File: src/rtl/cmd_queue_if.sv
// Bundle of the command-buffer handshakes: UART wrapper push side,
// command processor issue side, UART transmit side, plus status.
// The master modport is the environment around the queue; slave is the queue.
interface cmd_queue_if #(
  parameter int DEPTH = 4
);
  localparam int CW = $clog2(DEPTH) + 1;

  logic [15:0]   in_cmd;
  logic          in_cmd_rdy;
  logic          in_clr_cmd_rdy;
  logic [15:0]   cmd;
  logic          cmd_rdy;
  logic          clr_cmd_rdy;
  logic          send_resp;
  logic          tx_start;
  logic [7:0]    tx_data;
  logic          tx_done;
  logic          abort;
  logic          flush;
  logic [CW-1:0] q_cnt;
  logic          full;
  logic          empty;
  logic          tmo_err;
  logic [1:0]    dbg_state;

  modport master (
    output in_cmd, in_cmd_rdy, clr_cmd_rdy, send_resp, tx_done, flush,
    input  in_clr_cmd_rdy, cmd, cmd_rdy, tx_start, tx_data, abort,
           q_cnt, full, empty, tmo_err, dbg_state
  );

  modport slave (
    input  in_cmd, in_cmd_rdy, clr_cmd_rdy, send_resp, tx_done, flush,
    output in_clr_cmd_rdy, cmd, cmd_rdy, tx_start, tx_data, abort,
           q_cnt, full, empty, tmo_err, dbg_state
  );
endinterface

File: src/rtl/cmd_queue.sv
// Command buffer and dispatch scheduler: DEPTH-entry FIFO of 16-bit command
// words, one command in flight at a time, 0xA5 ack / 0xEE timeout response.
//
// Handshakes (all sampled at posedge clk):
//   push : a word transfers when in_cmd_rdy && in_clr_cmd_rdy; the wrapper
//          keeps in_cmd_rdy/in_cmd stable until it sees in_clr_cmd_rdy.
//   issue: cmd is valid while cmd_rdy; the processor acknowledges with
//          clr_cmd_rdy, after which cmd_rdy drops but cmd stays stable.
//   done : send_resp ends the command (only while BUSY); tx_done ends the
//          response (only while RESP). Out-of-state pulses are ignored.
module cmd_queue #(
  parameter int DEPTH   = 4,
  parameter int TMO_W   = 26,
  parameter int TMO_CYC = 50_000_000
) (
  input logic        clk,
  input logic        rst,
  cmd_queue_if.slave bus
);
  localparam int AW = $clog2(DEPTH);
  localparam int CW = $clog2(DEPTH) + 1;
  localparam logic [CW-1:0]    CNT_FULL = CW'(DEPTH);
  localparam logic [TMO_W-1:0] TMO_LAST = TMO_W'(TMO_CYC - 1);
  localparam logic [7:0]       RESP_ACK = 8'hA5;
  localparam logic [7:0]       RESP_TMO = 8'hEE;

  typedef enum logic [1:0] {
    IDLE  = 2'd0,
    ISSUE = 2'd1,
    BUSY  = 2'd2,
    RESP  = 2'd3
  } state_t;

  state_t           r_state;
  state_t           w_next;
  logic [15:0]      r_mem [DEPTH];
  logic [AW-1:0]    r_wr_ptr;
  logic [AW-1:0]    r_rd_ptr;
  logic [CW-1:0]    r_cnt;
  logic [15:0]      r_cmd;
  logic [7:0]       r_tx_data;
  logic             r_tx_start;
  logic             r_abort;
  logic             r_tmo_err;
  logic [TMO_W-1:0] r_tmo_cnt;

  logic             w_full;
  logic             w_empty;
  logic             w_push;
  logic             w_pop;
  logic             w_tmo_clr;
  logic             w_tmo_inc;
  logic             w_resp_go;
  logic             w_abort_go;
  logic [7:0]       w_resp_byte;

  assign w_full  = (r_cnt == CNT_FULL);
  assign w_empty = (r_cnt == '0);
  // Push eligibility uses the registered full flag, so a same-cycle pop
  // never opens a slot early; flush blocks pushes outright.
  assign w_push  = bus.in_cmd_rdy & ~w_full & ~bus.flush;

  // State register.
  always_ff @(posedge clk) begin
    if (rst) r_state <= IDLE;
    else     r_state <= w_next;
  end

  // Next-state and per-transition control strobes.
  always_comb begin
    w_next      = r_state;
    w_pop       = 1'b0;
    w_tmo_clr   = 1'b0;
    w_tmo_inc   = 1'b0;
    w_resp_go   = 1'b0;
    w_abort_go  = 1'b0;
    w_resp_byte = RESP_ACK;
    case (r_state)
      IDLE: begin
        if (!w_empty && !bus.flush) begin
          w_next = ISSUE;
          w_pop  = 1'b1;
        end
      end
      ISSUE: begin
        if (bus.clr_cmd_rdy) begin
          w_next    = BUSY;
          w_tmo_clr = 1'b1;
        end
      end
      BUSY: begin
        // A completion arriving on the expiry cycle wins over the timeout.
        if (bus.send_resp) begin
          w_next      = RESP;
          w_resp_go   = 1'b1;
          w_resp_byte = RESP_ACK;
        end else if (r_tmo_cnt == TMO_LAST) begin
          w_next      = RESP;
          w_resp_go   = 1'b1;
          w_abort_go  = 1'b1;
          w_resp_byte = RESP_TMO;
        end else begin
          w_tmo_inc = 1'b1;
        end
      end
      RESP: begin
        if (bus.tx_done) w_next = IDLE;
      end
      default: w_next = IDLE;
    endcase
  end

  // FIFO storage; contents are don't-care until written, so no reset.
  always_ff @(posedge clk) begin
    if (w_push) r_mem[r_wr_ptr] <= bus.in_cmd;
  end

  // FIFO pointers and occupancy; flush empties the queue without touching
  // the command already issued.
  always_ff @(posedge clk) begin
    if (rst) begin
      r_wr_ptr <= '0;
      r_rd_ptr <= '0;
      r_cnt    <= '0;
    end else if (bus.flush) begin
      r_wr_ptr <= r_rd_ptr;
      r_cnt    <= '0;
    end else begin
      if (w_push) r_wr_ptr <= r_wr_ptr + 1'b1;
      if (w_pop)  r_rd_ptr <= r_rd_ptr + 1'b1;
      case ({w_push, w_pop})
        2'b10:   r_cnt <= r_cnt + 1'b1;
        2'b01:   r_cnt <= r_cnt - 1'b1;
        default: r_cnt <= r_cnt;
      endcase
    end
  end

  // Issued command word, response byte/pulses, timeout counter, sticky error.
  always_ff @(posedge clk) begin
    if (rst) begin
      r_cmd      <= 16'h0000;
      r_tx_data  <= 8'h00;
      r_tx_start <= 1'b0;
      r_abort    <= 1'b0;
      r_tmo_err  <= 1'b0;
      r_tmo_cnt  <= '0;
    end else begin
      if (w_pop)      r_cmd     <= r_mem[r_rd_ptr];
      if (w_resp_go)  r_tx_data <= w_resp_byte;
      if (w_abort_go) r_tmo_err <= 1'b1;
      r_tx_start <= w_resp_go;
      r_abort    <= w_abort_go;
      if (w_tmo_clr)      r_tmo_cnt <= '0;
      else if (w_tmo_inc) r_tmo_cnt <= r_tmo_cnt + 1'b1;
    end
  end

  assign bus.in_clr_cmd_rdy = w_push;
  assign bus.cmd            = r_cmd;
  assign bus.cmd_rdy        = (r_state == ISSUE);
  assign bus.tx_start       = r_tx_start;
  assign bus.tx_data        = r_tx_data;
  assign bus.abort          = r_abort;
  assign bus.q_cnt          = r_cnt;
  assign bus.full           = w_full;
  assign bus.empty          = w_empty;
  assign bus.tmo_err        = r_tmo_err;
  assign bus.dbg_state      = r_state;
endmodule

File: src/flat_wrapper.sv
// flat-port wrapper written by rule: the top's interface ports become plain ports
module cmd_queue_flat 
#(
  parameter int DEPTH   = 4,
  parameter int TMO_W   = 26,
  parameter int TMO_CYC = 50_000_000
)
  (clk, rst, bus_in_cmd, bus_in_cmd_rdy, bus_clr_cmd_rdy, bus_send_resp, bus_tx_done, bus_flush, bus_in_clr_cmd_rdy, bus_cmd, bus_cmd_rdy, bus_tx_start, bus_tx_data, bus_abort, bus_q_cnt, bus_full, bus_empty, bus_tmo_err, bus_dbg_state);
  cmd_queue_if #(.DEPTH(DEPTH)) bus_i ();
  input logic clk;
  input logic rst;
  input wire logic [$bits(bus_i.in_cmd)-1:0] bus_in_cmd;
  input wire logic [$bits(bus_i.in_cmd_rdy)-1:0] bus_in_cmd_rdy;
  input wire logic [$bits(bus_i.clr_cmd_rdy)-1:0] bus_clr_cmd_rdy;
  input wire logic [$bits(bus_i.send_resp)-1:0] bus_send_resp;
  input wire logic [$bits(bus_i.tx_done)-1:0] bus_tx_done;
  input wire logic [$bits(bus_i.flush)-1:0] bus_flush;
  output wire logic [$bits(bus_i.in_clr_cmd_rdy)-1:0] bus_in_clr_cmd_rdy;
  output wire logic [$bits(bus_i.cmd)-1:0] bus_cmd;
  output wire logic [$bits(bus_i.cmd_rdy)-1:0] bus_cmd_rdy;
  output wire logic [$bits(bus_i.tx_start)-1:0] bus_tx_start;
  output wire logic [$bits(bus_i.tx_data)-1:0] bus_tx_data;
  output wire logic [$bits(bus_i.abort)-1:0] bus_abort;
  output wire logic [$bits(bus_i.q_cnt)-1:0] bus_q_cnt;
  output wire logic [$bits(bus_i.full)-1:0] bus_full;
  output wire logic [$bits(bus_i.empty)-1:0] bus_empty;
  output wire logic [$bits(bus_i.tmo_err)-1:0] bus_tmo_err;
  output wire logic [$bits(bus_i.dbg_state)-1:0] bus_dbg_state;
  assign bus_i.in_cmd = bus_in_cmd;
  assign bus_i.in_cmd_rdy = bus_in_cmd_rdy;
  assign bus_i.clr_cmd_rdy = bus_clr_cmd_rdy;
  assign bus_i.send_resp = bus_send_resp;
  assign bus_i.tx_done = bus_tx_done;
  assign bus_i.flush = bus_flush;
  assign bus_in_clr_cmd_rdy = bus_i.in_clr_cmd_rdy;
  assign bus_cmd = bus_i.cmd;
  assign bus_cmd_rdy = bus_i.cmd_rdy;
  assign bus_tx_start = bus_i.tx_start;
  assign bus_tx_data = bus_i.tx_data;
  assign bus_abort = bus_i.abort;
  assign bus_q_cnt = bus_i.q_cnt;
  assign bus_full = bus_i.full;
  assign bus_empty = bus_i.empty;
  assign bus_tmo_err = bus_i.tmo_err;
  assign bus_dbg_state = bus_i.dbg_state;
  cmd_queue #(.DEPTH(DEPTH), .TMO_W(TMO_W), .TMO_CYC(TMO_CYC)) u_core (.clk(clk), .rst(rst), .bus(bus_i));
endmodule
File: config.mk
export PLATFORM = sky130hd
export DESIGN_NAME = cmd_queue_flat
export DESIGN_NICKNAME = d
export VERILOG_FILES = /design/src/rtl/cmd_queue_if.sv /design/src/rtl/cmd_queue.sv /design/src/flat_wrapper.sv
export SDC_FILE = /design/constraint.sdc
export NUM_CORES = 1
export LEC_CHECK = 0
export BUFFER_PORTS_ARGS = -buffer_cell sky130_fd_sc_hd__clkbuf_2
export CAP_MARGIN = 30
export CORE_UTILIZATION = 41
export DETAILED_ROUTE_END_ITERATION = 12
export SYNTH_ARGS = -nofsm -noshare
export SYNTH_HDL_FRONTEND = slang
export SYNTH_SLANG_ARGS = --single-unit
File: constraint.sdc
create_clock -name clk -period 7.2 [get_ports clk]
set_clock_uncertainty 0.05 [all_clocks]
set_input_delay 0.36 -clock clk [delete_from_list [all_inputs] [get_ports clk]]
set_output_delay 0.36 -clock clk [all_outputs]
set_load 0.03 [all_outputs]
==> impl_metrics.ini, run 1 <==
[sta]
rsz0062_at_grt = no
max-slew-margin-rel_pct = 34.9
finalSetupViolCount = 0
timing.final.crit_share_pct = 38.5
tightestPinTransition_ns = 0.975
post-route-min-period_ns = 2.78
final_hold_viol_count = 0
max_freq_mhz = 360
maxSlewViolCount = 0
setup-tns-final_ns = 0

[layout]
final_cells = 622
diodes = 0
final_nets = 497
syn_to_final_growth_pct = 20.2
drive_gt1_share_pct = 24.4

[yosys]
synth_area_um2 = 5020
synth_area_per_cell_um2 = 12.5
ys_warn_count = 0
synth.area.top_cells = edfxtp_1 38%, dfxtp_1 23%, mux4_2 7.2%
yosys.area.top_type = edfxtp_1
synth-seq-cells = 121
yosys.cell_types.count = 50
ys_seq_area_share_pct = 61.0
synthCells = 402
synth_nets = 436
async_reset_ff_share_pct = 0
synth_ff_type = edfxtp_1
synth_top_area_share_pct = 38.3
synth_edf_count = 64

[die]
die-area_um2 = 12700
core_area_um2 = 12000
ios = 59
die_w_um = 113
rows = 40
die_h_um = 113
start_util_pct = 42.0

[worst_hold_path]
hold_depth = 1
hold_class = in2reg

[flow_run]
drv_cap = 0

[grt]
overflow = 0
antenna_found_initial = 0
grt_pass1_wl_um = 16200
grt_max_degree = 33
grt_pass1_vias = 3300
grt_util_all_layers_pct = 17.0

[clock_network]
cts.repair.resized = 0
clock_path_buffers = 2
cts_made_buffers = 17
clkSlewWorstSetupHoldPaths_ns = 0.06
cts_sinks = 121
clk-insertion-delay-late_ns = 0.41
cts_hold_buf = 0
tritoncts = built
h-tree-depth = 4
post_cts_buffers = 0
cts_root_buf = clkbuf_16

[power]
pwr-share-seq_pct = 42.6
p_per_area_nw_per_um2 = 294
p_total_mw = 1.77
switchingPower_mw = 0.403
irDropWorstVdd_mv = 0.243
internal_power_mw = 1.37
clkPwrFrac_pct = 50.0
comb_power_share_pct = 7.4
sw_frac_of_total_pct = 22.8
cellLeakagePower_nw = 2.11

[placed_design]
place_inst = 591
gp_congestion = 0.795
dp_hpwl_um = 6520
port_buffers = 57

[route]
dr.pass1.iters = 4
drt_first_iter_violations = 150
routed-via-count = 3296
wl_met2_um = 5230
vias_per_cell = 5.30
wl_um = 9930
wl_met1_um = 4230
wl_per_cell_um = 16.0
routed-wl-met3_um = 382
drc = 0
routed.top_layer = met4
ant_nets = 0

[critical_path]
cp_slowest_stage_delay_ns = 0.43
r2r_slack_ns = 4.42
crit_path_max_fanout = 19
worstSetupPathType = reg2reg
critPathCaptureType = flip-flop
cp.required_ns = 7.42
crit_chain = inv_1 > ha_1 > nand2_1 > inv_2 > ha_1 > inv_1 > fa_1 > xor2_1 > nor2_1 > xnor2_1 > nor3_1
reg2reg_depth = 11
cpMaxStageDelayCell = inv_2
critPathLaunchType = flip-flop
worstPathArrival_ns = 2.99

[status]
outcome = completed
[per-stage QoR]
stage / hold WS [ns] / worst slack (ns) / util, % / area [um2]
2_1_floorplan: 0.387 / 4.31 / - / 5020
3_3_place_gp: 0.401 / 4.49 / 45.2 / 5410
3_5_place_dp: 0.401 / 4.39 / 45.2 / 5410
4_1_cts: 0.0984 / 4.38 / 50.4 / 6030
5_1_grt: 0.106 / 4.15 / 50.4 / 6030
6_report: 0.113 / 4.42 / 50.4 / 6030
[flip-flops by register name, indices dropped and copies added, names as in the netlist]
signal	cells
u_core.bus.cmd	16
u_core.bus.abort	1
u_core.bus.tx_data	3
u_core.bus.tmo_err	1
u_core.bus.q_cnt	3
u_core.r_wr_ptr	2
u_core.bus.tx_start	1
u_core.bus.dbg_state	2
u_core.r_mem	64
u_core.r_tmo_cnt	26
u_core.r_rd_ptr	2
[metal layers]
metal	vias up	track usage, %
met5	-	0
met4	0	6.22
met3	7	5.78
met2	67	30.7
met1	1623	18.5
li1	1599	-
[cell type report]
type,count,area [um2]
timing repair buffer,59,300
tap,147,184
clock inverter,13,194
clock buffer,18,429
fill,1042,5930
multi-input combinational,244,1790
sequential,121,3060
inverter,20,75.1
[worst paths after layout]
kind | startpoint | end
setup reg to reg | u_core.bus.dbg_state[1] | u_core.bus.q_cnt[2]
hold reg to reg | u_core.bus.cmd[11] | u_core.bus.cmd[11]
hold / removal | bus_in_cmd[0] | u_core.r_mem[3][0]
setup / recovery | u_core.bus.dbg_state[1] | u_core.bus.q_cnt[2]
[layout by cell type (no fill, tap or decap), types with 5 or more instances in the layout]
master / instances
edfxtp_1: 64
clkbuf_2: 57
dfxtp_1: 57
nand2_1: 49
nor2_1: 29
a21oi_1: 26
inv_1: 19
clkbuf_16: 17
mux4_2: 16
xor2_1: 11
ha_1: 10
or4_1: 8
o211ai_1: 8
xnor2_1: 8
nor3_1: 7
nand3_1: 7
and3_1: 6
and2_1: 6
o21ai_1: 6
nand2b_1: 5
nand4_1: 5
[cells in the mapped netlist (3+ instances only)]
| master | count |
|---|---|
| edfxtp_1 | 64 |
| dfxtp_1 | 57 |
| nand2_1 | 49 |
| nor2_1 | 29 |
| a21oi_1 | 26 |
| inv_1 | 19 |
| mux4_2 | 16 |
| xor2_1 | 11 |
| ha_1 | 10 |
| o211ai_1 | 8 |
| or4_1 | 8 |
| xnor2_1 | 8 |
| clkbuf_1 | 7 |
| nand3_1 | 7 |
| nor3_1 | 7 |
| and2_1 | 6 |
| and3_1 | 6 |
| o21ai_1 | 6 |
| buf_4 | 5 |
| nand2b_1 | 5 |
| nand4_1 | 5 |
| mux2i_1 | 3 |
| nor4_1 | 3 |
| o2111ai_2 | 3 |
| or3_1 | 3 |
[worst max-delay path, delay by kind of cell (launching register included)]
kind / cells / cell delay, ns
and+or+nand+nor: 3 / 0.54
DFF: 1 / 0.35
buffers and inverters: 3 / 0.59
xor gates and xnor gates: 2 / 0.28
adders and majority gates: 3 / 0.82
[power groups by stage]
stage | Combinational (mW) | Sequential [mW] | Clock [mW]
floorplan | 0.0772 | 0.782 | 0
global placement | 0.130 | 0.768 | 0
detailed placement | 0.133 | 0.770 | 0
CTS | 0.133 | 0.755 | 0.901
global route | 0.145 | 0.757 | 0.931
finish | 0.131 | 0.755 | 0.885
[cell families after synthesis]
family / after synthesis / share of synthesized area, %
adder cells (fa/ha/maj): 11 / 2.89
AO/OA/AOI/OAI: 60 / 8.40
buffers and inverters: 37 / 3.34
XOR/XNOR: 19 / 3.32
AND/OR/NAND/NOR: 134 / 13.2
multiplexers: 19 / 7.78
flip-flops: 121 / 61.0
other: 1 / 0.0747
(Power assumes the default switching activity.)
==> inputs of run 2 (changes only) <==
==> constraint.sdc (replaced) <==
create_clock -name clk -period 2.4 [get_ports clk]
set_clock_uncertainty 0.05 [all_clocks]
set_input_delay 0.12 -clock clk [delete_from_list [all_inputs] [get_ports clk]]
set_output_delay 0.12 -clock clk [all_outputs]
set_load 0.03 [all_outputs]
==> run 2 against run 1 <==
Net effect: non-clock buffer count is 33 higher; die area stayed put; sequential share of layout area shrank 2.2 points; hold slack better by 0.0037 ns; global-route usage rose by 0.46 points; wire length rose by 3.6%; utilization rose by 2.4 points; first-iteration DRC count grew 5.3%; combinational power grew to 3.3 times the previous value; worst setup slack got worse by 4.3 ns; flip-flop and latch count stayed put; sequential power increased to 3.0 times the previous value; highest routed layer unchanged.
==> impl_metrics.ini, run 2 (synthesis gave the netlist of run 1 again) <==
[status]
outcome = completed

[clock_network]
clock_path_buffers = 2
tritoncts = built
clkSlewWorstSetupHoldPaths_ns = 0.06
clk-insertion-delay-late_ns = 0.41
cts_made_buffers = 17
post_cts_buffers = 0
cts_sinks = 121
cts_hold_buf = 19
cts_root_buf = clkbuf_16
h-tree-depth = 4
cts.repair.resized = 0

[grt]
grt_max_degree = 27
grt_pass1_wl_um = 16700
grt_util_all_layers_pct = 17.5
antenna_found_initial = 0
grt_pass1_vias = 3361
overflow = 0

[power]
irDropWorstVdd_mv = 0.677
internal_power_mw = 3.95
comb_power_share_pct = 8.3
pwr-share-seq_pct = 43.3
p_per_area_nw_per_um2 = 826
cellLeakagePower_nw = 2.27
switchingPower_mw = 1.28
clkPwrFrac_pct = 48.4
sw_frac_of_total_pct = 24.4

[sta]
timing.final.crit_share_pct = 94.9
final_hold_viol_count = 0
max-slew-margin-rel_pct = 55.0
post-route-min-period_ns = 2.28
tightestPinTransition_ns = 0.674
maxSlewViolCount = 0
rsz0062_at_grt = no
max_freq_mhz = 439
finalSetupViolCount = 0
setup-tns-final_ns = 0
hold_ws_ns = 0.117

[layout]
diodes = 0
syn_to_final_growth_pct = 26.1
final_nets = 530
final_cell_mix = 64 x edfxtp_1, 57 x clkbuf_2, 53 x dfxtp_1, 49 x nand2_1, 28 x nor2_1
layout_commonest_cell = edfxtp_1
regMostFlops = u_core.r_mem
drive_gt1_share_pct = 27.3
largest_reg_flops = 64

[route]
routed-via-count = 3393
wl_met1_um = 4520
wl_per_cell_um = 15.7
wl_met2_um = 5160
dr.pass1.iters = 4
wl_um = 10300
drc = 0
routed-wl-met3_um = 427
ant_nets = 0
vias_per_cell = 5.17
routed.top_layer = met4
drt_first_iter_violations = 158

[critical_path]
worstPathArrival_ns = 2.51
reg2reg_depth = 5
crit_path_max_fanout = 11
cpMaxStageDelayCell = or4_4
cp_slowest_stage_delay_ns = 0.63
worstSetupPathType = reg2reg
critPathCaptureType = flip-flop
cp.required_ns = 2.64
critPathLaunchType = flip-flop
crit_chain = or4b_4 > or4_4 > o2111ai_2 > or4_1 > a21oi_1

[die]
rows = 40
core_area_um2 = 12000
start_util_pct = 42.0
die_w_um = 113
die_h_um = 113
die-area_um2 = 12700
ios = 59

[worst_hold_path]
hold_depth = 4
hold_class = in2reg

[placed_design]
port_buffers = 57
dp_hpwl_um = 6680
gp_congestion = 0.833

[flow_run]
drv_cap = 0
==> run 2: per-stage QoR <==
step / util (%) / instances / power (mW) / instance area (um2) / setup slack [ns]
global placement: 46.4 / 605 / 2.71 / 5550 / 0.162
detailed placement: 46.4 / 605 / 2.72 / 5550 / 0.127
finish: 52.9 / 656 / 5.22 / 6330 / 0.124
floorplan: - / 402 / 2.58 / 5050 / 0.00523
global route: 52.9 / 656 / 5.42 / 6330 / 0.0234
CTS: 52.9 / 656 / 5.28 / 6330 / 0.115
==> run 2: power by group through the flow <==
stage / registers, mW / clock network, mW / logic (mW)
detailed placement: 2.31 / 0 / 0.417
floorplan: 2.35 / 0 / 0.234
global route: 2.27 / 2.67 / 0.477
finish: 2.26 / 2.53 / 0.433
CTS: 2.26 / 2.58 / 0.442
global placement: 2.30 / 0 / 0.408
==> run 2: area by class of cell <==
type,count,area [um2]
sequential,121,3070
inverter,20,75.1
clock buffer,18,429
timing repair buffer,92,596
clock inverter,14,159
multi-input combinational,244,1810
fill,1028,5640
tap,147,184
==> run 2: final timing paths <==
kind	start	slack, ns	to
max	u_core.r_tmo_cnt[8]	0.12	u_core.r_tmo_cnt[24]
min	bus_in_cmd_rdy	0.12	u_core.r_wr_ptr[0]
max reg2reg	u_core.r_tmo_cnt[8]	0.12	u_core.r_tmo_cnt[24]
min reg2reg	u_core.bus.cmd[0]	0.40	u_core.bus.cmd[0]
==> run 2: worst max-delay path: cells and delay by family (launching register included) <==
family | cells | cell delay, ns
flops | 1 | 0.34
compound gates | 2 | 0.44
simple gates | 3 | 1.33
==> run 2: routing by layer <==
layer | global-route usage (%) | up-vias
met5 | 0 | -
met3 | 4.75 | 14
met2 | 29.2 | 74
li1 | - | 1667
met4 | 7.91 | 0
met1 | 21.2 | 1638
